<file path="src/rtl/move_stack.sv">
// move_stack: LIFO of ant moves for the ant-farm datapath.
// The controller pushes each executed move while exploring and pops them to
// backtrack. Storage is a circular array so that, with DROP_OLDEST=1, a push
// on a full stack silently overwrites the oldest move instead of stalling.
//
// Ports:
//   clk        - clock, all state updates on the rising edge
//   rst        - asynchronous active-high reset
//   clear      - synchronous flush (push/pop ignored that cycle, no flags)
//   push       - push request, push_move is the move to store
//   pop        - pop request
//   pop_valid  - one-cycle pulse, pop_move holds the popped move
//   pop_move   - registered popped move (optionally direction-reversed)
//   top_move   - raw top entry, 0 when empty
//   empty/full - status derived from count
//   count      - number of stored entries
//   overflow   - pulse: push on a full stack (rejected or oldest dropped)
//   underflow  - pulse: pop on an empty stack with no push to pass through
module move_stack #(
    parameter int W              = 3,
    parameter int DEPTH          = 32,
    parameter int CW             = 6,
    parameter int DROP_OLDEST    = 0,
    parameter int REVERSE_ON_POP = 0
) (
    input  logic          clk,
    input  logic          rst,
    input  logic          clear,
    input  logic          push,
    input  logic [W-1:0]  push_move,
    input  logic          pop,
    output logic          pop_valid,
    output logic [W-1:0]  pop_move,
    output logic [W-1:0]  top_move,
    output logic          empty,
    output logic          full,
    output logic [CW-1:0] count,
    output logic          overflow,
    output logic          underflow
);

    localparam int AW = (DEPTH > 1) ? $clog2(DEPTH) : 1;

    // Inverting the MSB of an 8-direction code yields the opposite direction.
    localparam logic [W-1:0] REV_MASK =
        (REVERSE_ON_POP != 0) ? (W'(1) << (W - 1)) : '0;

    logic [W-1:0]  mem [DEPTH];
    logic [AW-1:0] ptr;
    logic [AW-1:0] top_idx;
    logic [W-1:0]  top_raw;
    logic [CW-1:0] cnt;
    logic          mem_we;
    logic [AW-1:0] mem_waddr;

    assign top_idx  = ptr - AW'(1);
    assign top_raw  = mem[top_idx];
    assign empty    = (cnt == '0);
    assign full     = (cnt == CW'(DEPTH));
    assign count    = cnt;
    assign top_move = empty ? '0 : top_raw;

    // Push+pop on a non-empty stack replaces the top in place; on an empty
    // stack it is a pure pass-through and nothing is written.
    always_comb begin
        mem_we    = 1'b0;
        mem_waddr = ptr;
        if (!clear && push) begin
            if (pop) begin
                mem_we    = !empty;
                mem_waddr = top_idx;
            end else begin
                mem_we    = !full || (DROP_OLDEST != 0);
                mem_waddr = ptr;
            end
        end
    end

    always_ff @(posedge clk) begin
        if (mem_we)
            mem[mem_waddr] <= push_move;
    end

    always_ff @(posedge clk or posedge rst) begin
        if (rst) begin
            ptr       <= '0;
            cnt       <= '0;
            pop_valid <= 1'b0;
            pop_move  <= '0;
            overflow  <= 1'b0;
            underflow <= 1'b0;
        end else begin
            pop_valid <= 1'b0;
            overflow  <= 1'b0;
            underflow <= 1'b0;
            if (clear) begin
                ptr      <= '0;
                cnt      <= '0;
                pop_move <= '0;
            end else if (push && pop) begin
                pop_valid <= 1'b1;
                pop_move  <= (empty ? push_move : top_raw) ^ REV_MASK;
            end else if (push) begin
                if (!full) begin
                    ptr <= ptr + AW'(1);
                    cnt <= cnt + CW'(1);
                end else begin
                    overflow <= 1'b1;
                    // Full circular buffer: advancing ptr overwrites the oldest.
                    if (DROP_OLDEST != 0)
                        ptr <= ptr + AW'(1);
                end
            end else if (pop) begin
                if (!empty) begin
                    pop_valid <= 1'b1;
                    pop_move  <= top_raw ^ REV_MASK;
                    ptr       <= top_idx;
                    cnt       <= cnt - CW'(1);
                end else begin
                    underflow <= 1'b1;
                end
            end
        end
    end

endmodule

</file>
<file path="config.mk">
export PLATFORM = sky130hd
export DESIGN_NAME = move_stack
export DESIGN_NICKNAME = d
export VERILOG_FILES = /design/src/rtl/move_stack.sv
export SDC_FILE = /design/constraint.sdc
export NUM_CORES = 1
export LEC_CHECK = 0
export BUFFER_PORTS_ARGS = -buffer_cell sky130_fd_sc_hd__buf_2
export CORE_ASPECT_RATIO = 1.4
export CORE_MARGIN = 2
export CORE_UTILIZATION = 55
export DETAILED_ROUTE_END_ITERATION = 8
export HOLD_SLACK_MARGIN = 0.06
export PLACE_DENSITY = 0.73
export SKIP_LAST_GASP = 1
export SLEW_MARGIN = 40
export SYNTH_ARGS = -nofsm -noshare
export SYNTH_HDL_FRONTEND = slang
export SYNTH_SLANG_ARGS = --single-unit
</file>
<file path="constraint.sdc">
create_clock -name clk -period 5.1 [get_ports clk]
set_input_delay 0 -clock clk [delete_from_list [all_inputs] [get_ports clk]]
set_output_delay 0 -clock clk [all_outputs]
set_load 0.005 [all_outputs]
</file>
# Word-level counts from Yosys, hierarchy flattened
# Memories as Yosys holds them, arrays and structs flattened.
# Cells that the tools add are included.
word_totals:
  reg_bits: 17
  mem_bits_rw: 96
  out_inout_bits: 17
  n_memories: 1
mem_list:
  columns: ["name", "words", "width", "read_ports", "rd_ports_with_merged_regs", "write_ports", "line_no", "source"]
  rows:
  - ["mem", 32, 3, 1, 0, 1, "48", "logic [W-1:0] mem [DEPTH];"]
classes:
  add_sub_neg: 4
  n_eq_ne: 6
  mux: 39
  reduce_logical: 10
ops:
  columns: ["operator", "count"]
  rows:
  - ["two-way mux 5 bit", 8]
  - ["two-way mux 6 bit", 6]
  - ["two-way mux 3 bit", 7]
  - ["two-way mux 1 bit", 18]
  - ["adder 6 x 1 -> 6 bit, second input constant", 1]
  - ["== test 6 bit, second input constant", 1]
  - ["logical NOT 6 bit", 1]
  - ["inequality test 3 x 2 -> 1 bit, second input constant", 2]
  - ["inequality test 3 bit, second input constant", 2]
  - ["nonzero test 3 bit", 2]
  - ["subtractor 6 x 1 -> 6 bit, second input constant", 1]
  - ["adder 5 x 1 -> 5 bit, second input constant", 1]
  - ["subtractor 5 x 1 -> 5 bit, second input constant", 1]
  - ["AND reduction 4 bit", 1]
  - ["logical NOT 1 bit", 3]
  - ["AND reduction 3 bit", 1]
  - ["logical AND 1 bit", 2]
  - ["inequality test 2 bit, second input constant", 1]

# Logic depth before layout (Yosys ltp)
# Gate-level depths: netlist of the first run.
# An unclocked memory read counts as a cell.
logic_depth:
  word_depth: 7
  ltp_mapped: 11
  ltp_nobuf: 8

# Least setup slack after synthesis of the first run
# No wires, ideal clock.
synth_path:
  kind: "register to register"
  from: "register ptr[0]"
  to: "register pop_move[0]"
  setup_ps: 134
  arrival_ps: 2238
  t_required_ps: 4966
  path_slack_ps: 2728
  stages_incl_launch_ff: 12
  path_cell_list: "dfrtp_1 buf_2 buf_2 inv_1 ha_1 buf_2 buf_1 mux4_2 nand2_1 nand3_1 nand4_1 o22ai_1"
synth_between:
  elab_chain_len: 7
synth_lines:
  columns: ["item", "line_no", "source"]
  rows:
  - ["start, declared", "49", "logic [AW-1:0] ptr;"]
  - ["start signal, assigned", "105", "ptr <= ptr + AW'(1);"]
  - ["start signal, assigned", "111", "ptr <= ptr + AW'(1);"]
  - ["start signal, assigned", "117", "ptr <= top_idx;"]
  - ["subtractor 5 x 1 -> 5 bit *", "56", "assign top_idx = ptr - AW'(1);"]
  - ["memory read (32 x 3 bit) *", null, null]
  - ["two-way mux 3 bit", "114", "if (!empty) begin"]
  - ["two-way mux 3 bit", "113", "end else if (pop) begin"]
  - ["two-way mux 3 bit", "103", "end else if (push) begin"]
  - ["two-way mux 3 bit *", "100", "end else if (push && pop) begin"]
  - ["two-way mux 3 bit *", "96", "if (clear) begin"]
  - ["end signal, assigned", "102", "pop_move <= (empty ? push_move : top_raw) ^ REV_MASK;"]
  - ["end signal, assigned", "116", "pop_move <= top_raw ^ REV_MASK;"]
  - ["end, declared", "33", "output logic [W-1:0] pop_move,"]
# Every way passes the cells marked *; elsewhere a longest branch is shown, timed or not. The select of a mux whose other input is x is not followed.
# A chain may end at the register's enable or synchronous reset.

# Worst setup path after layout of the first run
layout_path:
  from: "register ptr[0]"
  to: "output port top_move[2]"
layout_between:
  elab_chain_len: 3
layout_lines:
  columns: ["item", "line_no", "source"]
  rows:
  - ["subtractor 5 x 1 -> 5 bit", "56", null]
  - ["memory read (32 x 3 bit)", null, null]
  - ["two-way mux 3 bit", "61", "assign top_move = empty ? '0 : top_raw;"]
  - ["end, declared", "34", "output logic [W-1:0] top_move,"]
# No other way between the ends.

==> metrics.csv, run 1 <==
metric;value;unit
Post-synth ARST share;0.150;
routed vias/inst;6.19;
dpl ws;2.23;ns
Hold Vio Cnt, Final;0;
RSZ-0062 raised after global routing;false;
initial antenna violation count;0;
final slew viol count;0;
Final WS setup;1.72;ns
share of cells above drive strength 1;0.211;
HPWL after DPL;6850;um
Peak VDD IR;333;uV
worst skew pair latency;0.42;ns
Synth Area per Inst;13.8;um2
clk slew on worst S/H paths;0.05;ns
TritonCTS Buffers;17;
Sum Neg Setup Slack;0;ns
Sequential Area;3310;um2
post-CTS sizing;0;
dominant synthesized flop cell;edfxtp_1;
Mapped Cells;377;
MaxCap Viol Count;0;
Site Rows;42;
most frequent cells in the layout;edfxtp_1, nor2_1, nand2_1;
CTS max path bufs;2;
GRT Util Overall;0.232;
Final Critical Period;3.38;ns
fraction of the cycle the final worst path needs;0.663;
Syn-to-layout area delta;15.2;%
Critical Path Sink Type;output port;
Worst Path Required;5.10;ns
Design Power;3.09;mW
leading area contributor after synthesis;edfxtp_1;
CP Max Fanout;35;
largest net degree at the start of global routing;36;
Worst Tran Pin Value;0.815;ns
Pleak;2.11;nW
Logic pwr share;0.266;
first-pass GRT wire length;17300;um
total global routing overflow;0;
Wirelength per Cell;21.0;um
status;finished, final reports clean;
count of cell types in the netlist;54;
CTS hold repair buffers;5;
H-Tree Depth;4;
register share of total power;0.369;
NetSw;0.976;mW
multi-input combinational cell area;1750;um2
maximum clock rate;296;MHz
Total Wirelength;11100;um
area of the mapped netlist;5210;um2
top post-synthesis cells by area;edfxtp_1, mux4_2, dfrtp_1, nor2_1, nand2_1;
clock sinks;113;
# IOs;25;
total number of yosys warnings;0;
filler cell count;678;
Synth Register Bits;113;
core area;9350;um2
die width;86.2;um
worst clock skew;0.00662;ns
HP Class;in -> reg;
TritonCTS clock tree;yes;
commonest non-fill, non-tap cell in the layout;edfxtp_1;
vias;3266;
die area;10300;um2
hold_ws;0.120;ns
Area after DPL;5370;um2
PwrDens;515;nW/um2
final instance area;6000;um2
Initial Util;0.557;
post-synth top area share;0.554;
Starting DRT DRC Count;449;
die height;119;um
Final GP Congestion;0.969;
vias in the first global route;3242;
Detail Route Antenna Nets;0;
Rel. slew slack;0.455;
register area share after synthesis;0.635;
P_int;2.11;mW
antenna cells;0;
Post-CTS Setup Bufs;0;
Clk network pwr share;0.365;
Root Driver;clkbuf_16;
Worst setup SP type;flop;
total iterations of the first detailed-routing run;6;
# nets final;420;
Post-synth EDFFs;96;
Sw Ratio;0.316;
critical path class;reg -> out;
drt drc;0;
number of port buffers;24;
CP arrival;3.38;ns
Post-Syn Nets;392;
final setup fails;0;
[cell type report]
class / instances / share of cell area
Clock buffer: 18 / 0.0716
Clock inverter: 14 / 0.0234
Inverter: 11 / 0.00772
Multi-Input combinational cell: 232 / 0.293
Sequential cell: 113 / 0.552
Tap cell: 110 / 0.0230
Timing Repair Buffer: 30 / 0.0296
[critical path, stage by stage (launching register included)]
cell,delay (ns)
dfrtp_4,0.82
inv_1,0.16
ha_1,0.39
o21ba_2,0.31
nor2_1,0.05
o311ai_0,0.65
nand3_1,0.18
nand4_1,0.20
nor2_1,0.06
buf_2,0.12
[cell usage after synthesis (all sizes together) (2+ instances only)]
| library cell | count |
|---|---|
| a21o | 2 |
| a21oi | 8 |
| a22oi | 2 |
| a31oi | 3 |
| a32oi | 2 |
| and2 | 2 |
| buf | 11 |
| clkbuf | 10 |
| dfrtp | 17 |
| edfxtp | 96 |
| ha | 6 |
| inv | 10 |
| mux2 | 2 |
| mux2i | 6 |
| mux4 | 24 |
| nand2 | 39 |
| nand2b | 6 |
| nand3 | 16 |
| nand3b | 2 |
| nand4 | 4 |
| nor2 | 55 |
| nor2b | 2 |
| nor3 | 6 |
| nor3b | 2 |
| o21ai | 6 |
| o22ai | 5 |
| o311ai | 2 |
| o31ai | 2 |
| or3 | 2 |
| xnor2 | 9 |
| xor2 | 3 |
[sequential cells by signal, indices dropped and copies added, names as in the netlist]
name / count
pop_move: 3
underflow: 1
overflow: 1
ptr: 5
pop_valid: 1
count: 6
mem: 96
[final timing paths]
check | start | endpoint | slack [ns] | cells after the start
min in group asynchronous | rst | pop_move[2] | 0.23 | 3
worst max register to register | ptr[0] | pop_move[1] | 2.09 | 8
max in group asynchronous | rst | ptr[0] | 4.36 | 3
worst max-delay path | ptr[0] | top_move[2] | 1.72 | 9
worst min register to register | count[3] | count[3] | 0.59 | 2
worst min-delay path | push_move[2] | mem[1][2] | 0.12 | 1
[power groups by stage]
stage | Clock (mW) | Sequential, mW | Combinational (mW)
global placement | 0 | 1.15 | 0.782
CTS | 1.13 | 1.14 | 0.808
global route | 1.18 | 1.15 | 0.888
detailed placement | 0 | 1.15 | 0.797
finish | 1.13 | 1.14 | 0.821
floorplan | 0 | 1.10 | 0.637
[cell families after synthesis]
logic type	Yosys count	synth area share
AOI/OAI and AO/OA	38	0.0526
xor gates and xnor gates	12	0.0202
adders and majority gates	7	0.0183
buffers and inverters	32	0.0291
DFF	113	0.635
muxes	32	0.120
and+or+nand+nor	143	0.125
[per-layer routing]
metal  part of all wire  up-vias  wire [um]  track usage
met5                  0        -          0            0
met4              0.022        0        242        0.101
met3              0.058       29        646       0.0617
met2               0.54      164       5980        0.392
met1               0.38     1597       4240        0.279
li1                   -     1476          -            -
[through the flow]
stage | util | std cells
after floorplan | - | 377
after global placement | 0.574 | 491
after detailed placement | 0.574 | 491
after CTS | 0.640 | 528
after global routing | 0.641 | 528
final | 0.641 | 528
Note: power is estimated with default switching activity, not from simulation.
==> inputs of run 2 (changes only) <==
--- a/config.mk
+++ b/config.mk
@@ -11,7 +11,7 @@
 export CORE_UTILIZATION = 55
 export DETAILED_ROUTE_END_ITERATION = 8
 export HOLD_SLACK_MARGIN = 0.06
-export PLACE_DENSITY = 0.73
+export PLACE_DENSITY = 0.75
 export SKIP_LAST_GASP = 1
 export SLEW_MARGIN = 40
 export SYNTH_ARGS = -nofsm -noshare
==> constraint.sdc (replaced) <==
create_clock -name clk -period 2.85 [get_ports clk]
set_input_delay 0 -clock clk [delete_from_list [all_inputs] [get_ports clk]]
set_output_delay 0 -clock clk [all_outputs]
set_load 0.005 [all_outputs]
==> run 2 against run 1 <==
Effect of this change: combinational power is 96% higher; core utilization is 0.87 points higher; sequential power is 73% higher; highest routed layer unchanged; largest cell class unchanged; routed wire length is 5.0% higher; non-clock buffer count is 6 higher; die area stayed put; clock power is 89% higher; global-route usage is 1.5 points higher; total power is 85% higher; cell area is 1.4% higher; hold slack better by 0.024 ns; critical endpoint unchanged.
==> metrics.csv, run 2 (synthesized netlist as in run 1, its figures left out) <==
metric;value;unit
Final GP Congestion;0.980;
Site Rows;42;
core area;9350;um2
# IOs;25;
final setup fails;0;
clk slew on worst S/H paths;0.05;ns
Slowest cell on crit path;dfrtp_1;
R2R cell count;6;
TritonCTS clock tree;yes;
reg2reg start;count[3];
vias in the first global route;3459;
# nets final;426;
CP Max Fanout;9;
maximum clock rate;368;MHz
most frequent cells in the layout;edfxtp_1, nor2_1, nand2_1;
Root Driver;clkbuf_16;
worst-path cell chain;inv_1, ha_1, buf_4, o21ba_2, nor2_1, o311ai_1, nand3_1, nand4_1, nor2_1, buf_2;
share of cells above drive strength 1;0.229;
R2R Setup Slk;0.38;ns
die height;119;um
clock sinks;113;
FF-to-FF End;mem[4][0];
Crit path max-delay family;compound AO/OA/AOI/OAI gates;
Critical Path Sink Type;output port;
MaxCap Viol Count;0;
Worst Path Required;2.85;ns
H-Tree Depth;4;
WP buf/inv;3;
Initial Util;0.557;
status;finished, final reports clean;
total iterations of the first detailed-routing run;7;
PwrDens;941;nW/um2
routing usage on met1;0.287;
fraction of the cycle the final worst path needs;0.953;
CP arrival;2.72;ns
slowest stage delay, CP;0.46;ns
first-pass GRT wire length;18300;um
filler cell count;673;
worst setup path startpoint;ptr[1];
dpl ws;0.387;ns
worst skew pair latency;0.41;ns
largest net degree at the start of global routing;34;
Starting DRT DRC Count;295;
Worst setup SP type;flop;
critical path class;reg -> out;
GR peak layer;met2;
GRT Util Overall;0.247;
Most Frequent Cell on Critical Path;nor2_1;
Peak VDD IR;604;uV
HPWL after DPL;7410;um
Final Critical Period;2.72;ns
total global routing overflow;0;
die area;10300;um2
hold_ws;0.143;ns
Design Power;5.72;mW
placed cell count;497;
max reg flops;96;
crit path to;top_move[2];
Top reg by flops;mem;
HP Class;in -> reg;
Wirelength per Cell;21.8;um
vias;3297;
Total Wirelength;11700;um
met2 Track Usage GR;0.416;
Area after DPL;5410;um2
Finished Core Util;0.650;
Sequential Area;3310;um2
RSZ-0062 raised after global routing;false;
Crit. path cell count;10;
worst clock skew;0.00514;ns
Non-Filler Instances;534;
grt met3 use;0.0658;
number of port buffers;24;
Final WS setup;0.135;ns
die width;86.2;um
Hold Crit Start;push_move[2];
Syn-to-layout area delta;16.8;%
Hold Vio Cnt, Final;0;
CTS max path bufs;2;
Worst Tran Pin Value;0.707;ns
Detail Route Antenna Nets;0;
Rel. slew slack;0.528;
final slew viol count;0;
multi-input combinational cell area;1750;um2
drt drc;0;
Sum Neg Setup Slack;0;ns
final instance area;6080;um2
Post-CTS Setup Bufs;0;
initial antenna violation count;0;
commonest non-fill, non-tap cell in the layout;edfxtp_1;
Pleak;2.16;nW
routed vias/inst;6.17;
TritonCTS Buffers;17;
antenna cells;0;
==> run 2: cell types whose count changed in the layout (fill, tap and decap cells not counted), sizes merged <==
cell / previous run / this run
buf: 25 / 31
bufinv: 2 / 3
clkbuf: 18 / 17
clkinvlp: 5 / 3
inv: 12 / 14
==> run 2: how the worst min path moves through the flow <==
stage	cells after the start	end	slack, ns
floorplan	1	count[0]	-0.07
global placement	2	count[4]	0.14
detailed placement	2	count[1]	0.14
CTS	1	mem[5][2]	0.15
global route	1	mem[5][2]	0.15
finish	1	mem[0][2]	0.14
==> run 2: timing repair <==
action                                  CTS  global route
endpoints found under the hold margin    31             0
gates resized for setup                   0             2
hold buffers                              5             0
endpoints found under the setup margin    0             3
==> run 2: final cells by class <==
cell class                 count  area share
inverter                      11     0.00762
multi-input combinational    232       0.289
tap                          110      0.0226
sequential                   113       0.544
timing repair buffer          36      0.0366
clock buffer                  17      0.0700
clock inverter                15      0.0301
==> run 2: power breakdown <==
group | switching (mW) | internal [mW]
clock network | 0.759 | 1.38
registers | 0.0965 | 1.88
logic | 0.950 | 0.656
==> run 2: layer usage <==
layer / wire length [um] / share of wire / up-vias
met5: 0 / 0 / -
met1: 4330 / 0.37 / 1640
met3: 623 / 0.053 / 32
met4: 478 / 0.041 / 0
li1: - / - / 1483
met2: 6230 / 0.53 / 142
==> inputs of run 3 (changes only) <==
==> constraint.sdc (replaced) <==
create_clock -name clk -period 2.85 [get_ports clk]
set_input_delay 0.285 -clock clk [delete_from_list [all_inputs] [get_ports clk]]
set_output_delay 0.285 -clock clk [all_outputs]
set_load 0.005 [all_outputs]
==> run 3 against run 2 <==
Effect of this change: sequential share of layout area up 0.19 points; core utilization down 0.20 points; combinational power about the same; count of clock-buffer cells in the layout up 1; clock power down 2%; critical path type unchanged; largest power group unchanged.
==> metrics.csv, run 3 (synthesized netlist as in run 1, its figures left out) <==
metric;value;unit
status;finished, final reports clean;
Sequential Area;3310;um2
Syn-to-layout area delta;16.4;%
worst skew pair latency;0.41;ns
final slew viol count;0;
Starting DRT DRC Count;471;
worst clock skew;0.00515;ns
CP Max Fanout;18;
Slowest cell on crit path;dfrtp_2;
total iterations of the first detailed-routing run;5;
clock sinks;113;
DR WL met2;5630;um
MaxCap Viol Count;0;
max reg flops;96;
Worst setup SP type;flop;
Peak VDD IR;776;uV
Rel. slew slack;0.539;
Final WS setup;0.126;ns
total global routing overflow;0;
core area;9350;um2
maximum clock rate;367;MHz
PwrDens;934;nW/um2
GRT Util Overall;0.230;
die width;86.2;um
critical path class;reg -> out;
Worst Tran Pin Value;0.691;ns
# nets final;426;
TritonCTS Buffers;17;
H-Tree Depth;4;
most frequent cells in the layout;edfxtp_1, nor2_1, nand2_1;
Final Critical Period;2.72;ns
HPWL after DPL;7120;um
Worst Path Required;2.57;ns
largest net degree at the start of global routing;34;
Met1 Wirelength;4320;um
vias;3328;
slowest stage delay, CP;0.43;ns
die height;119;um
# IOs;25;
TritonCTS clock tree;yes;
Crit path max-delay family;buffers and inverters;
CP arrival;2.44;ns
vias in the first global route;3353;
drt drc;0;
fraction of the cycle the final worst path needs;0.956;
Pleak;2.16;nW
hold_ws;0.225;ns
multi-input combinational cell area;1750;um2
CTS max path bufs;2;
Detail Route Antenna Nets;0;
share of cells above drive strength 1;0.236;
Root Driver;clkbuf_16;
RSZ-0062 raised after global routing;false;
Max Used Layer;met4;
die area;10300;um2
Design Power;5.66;mW
worst-path cell chain;inv_1, ha_1, buf_6, mux4_2, nand2_1, nand3_1, nand4_1, nor2_1, buf_2;
dpl ws;0.412;ns
Initial Util;0.557;
WP buf/inv;3;
Final GP Congestion;0.910;
Met3 Wirelength;653;um
antenna cells;0;
Sum Neg Setup Slack;0;ns
Top reg by flops;mem;
Finished Core Util;0.648;
HP Class;in -> reg;
first-pass GRT wire length;17500;um
initial antenna violation count;0;
Site Rows;42;
filler cell count;680;
final setup fails;0;
routed vias/inst;6.23;
clk slew on worst S/H paths;0.05;ns
Total Wirelength;10900;um
Critical Path Sink Type;output port;
Hold Vio Cnt, Final;0;
commonest non-fill, non-tap cell in the layout;edfxtp_1;
number of port buffers;24;
Wirelength per Cell;20.3;um
[run 3: cell count changes in the layout (fill, tap and decap cells not counted)]
cell           previous run  this run
dlygate4sd3_1             5         1
xor2_1                    2         3
dfrtp_1                  16        15
clkbuf_1                  0         1
o311ai_2                  0         1
o311ai_1                  2         1
xor2_2                    1         0
clkinv_1                  1         2
clkinv_2                  1         2
dfrtp_2                   1         2
inv_6                     4         1
buf_4                     7        10
buf_6                     0         1
[run 3: what timing repair did]
item,CTS,global route
gates resized for setup,2,2
setup buffers,0,2
hold buffers,1,0
setup endpoints to repair,3,3
endpoints found under the hold margin,17,0
[run 3: path summary, 6_finish.rpt]
kind | slack [ns] | depth (start not counted) | from | endpoint
setup reg to reg | 0.33 | 7 | ptr[1] | mem[7][0]
hold reg to reg | 0.59 | 2 | count[3] | count[3]
max in group asynchronous | 1.84 | 3 | rst | ptr[0]
min in group asynchronous | 0.52 | 3 | rst | count[1]
setup / recovery | 0.13 | 9 | ptr[1] | top_move[0]
hold / removal | 0.23 | 2 | pop | overflow
[run 3: cell type report]
class | instances | share of cell area
sequential | 113 | 0.546
clock buffer | 18 | 0.0708
timing repair buffer | 36 | 0.0357
inverter | 11 | 0.00764
tap | 110 | 0.0227
clock inverter | 14 | 0.0273
multi-input combinational | 232 | 0.289
[run 3: per-layer routing]
| layer | vias up | global-route usage |
|---|---|---|
| li1 | 1494 | - |
| met1 | 1652 | 0.290 |
| met2 | 155 | 0.376 |
| met3 | 27 | 0.0547 |
| met4 | 0 | 0.105 |
| met5 | - | 0 |
[run 3: metrics by stage]
step	std cells	area, um2
CTS	532	6040
global placement	499	5430
detailed placement	499	5430
global route	534	6060
floorplan	377	5210
finish	534	6060
[run 3: report_power, final]
part | internal (mW) | leakage [nW] | switching, mW
combinational | 0.678 | 0.788 | 0.920
sequential | 1.88 | 1.09 | 0.0857
clock | 1.37 | 0.281 | 0.729
total | 3.92 | 2.16 | 1.74
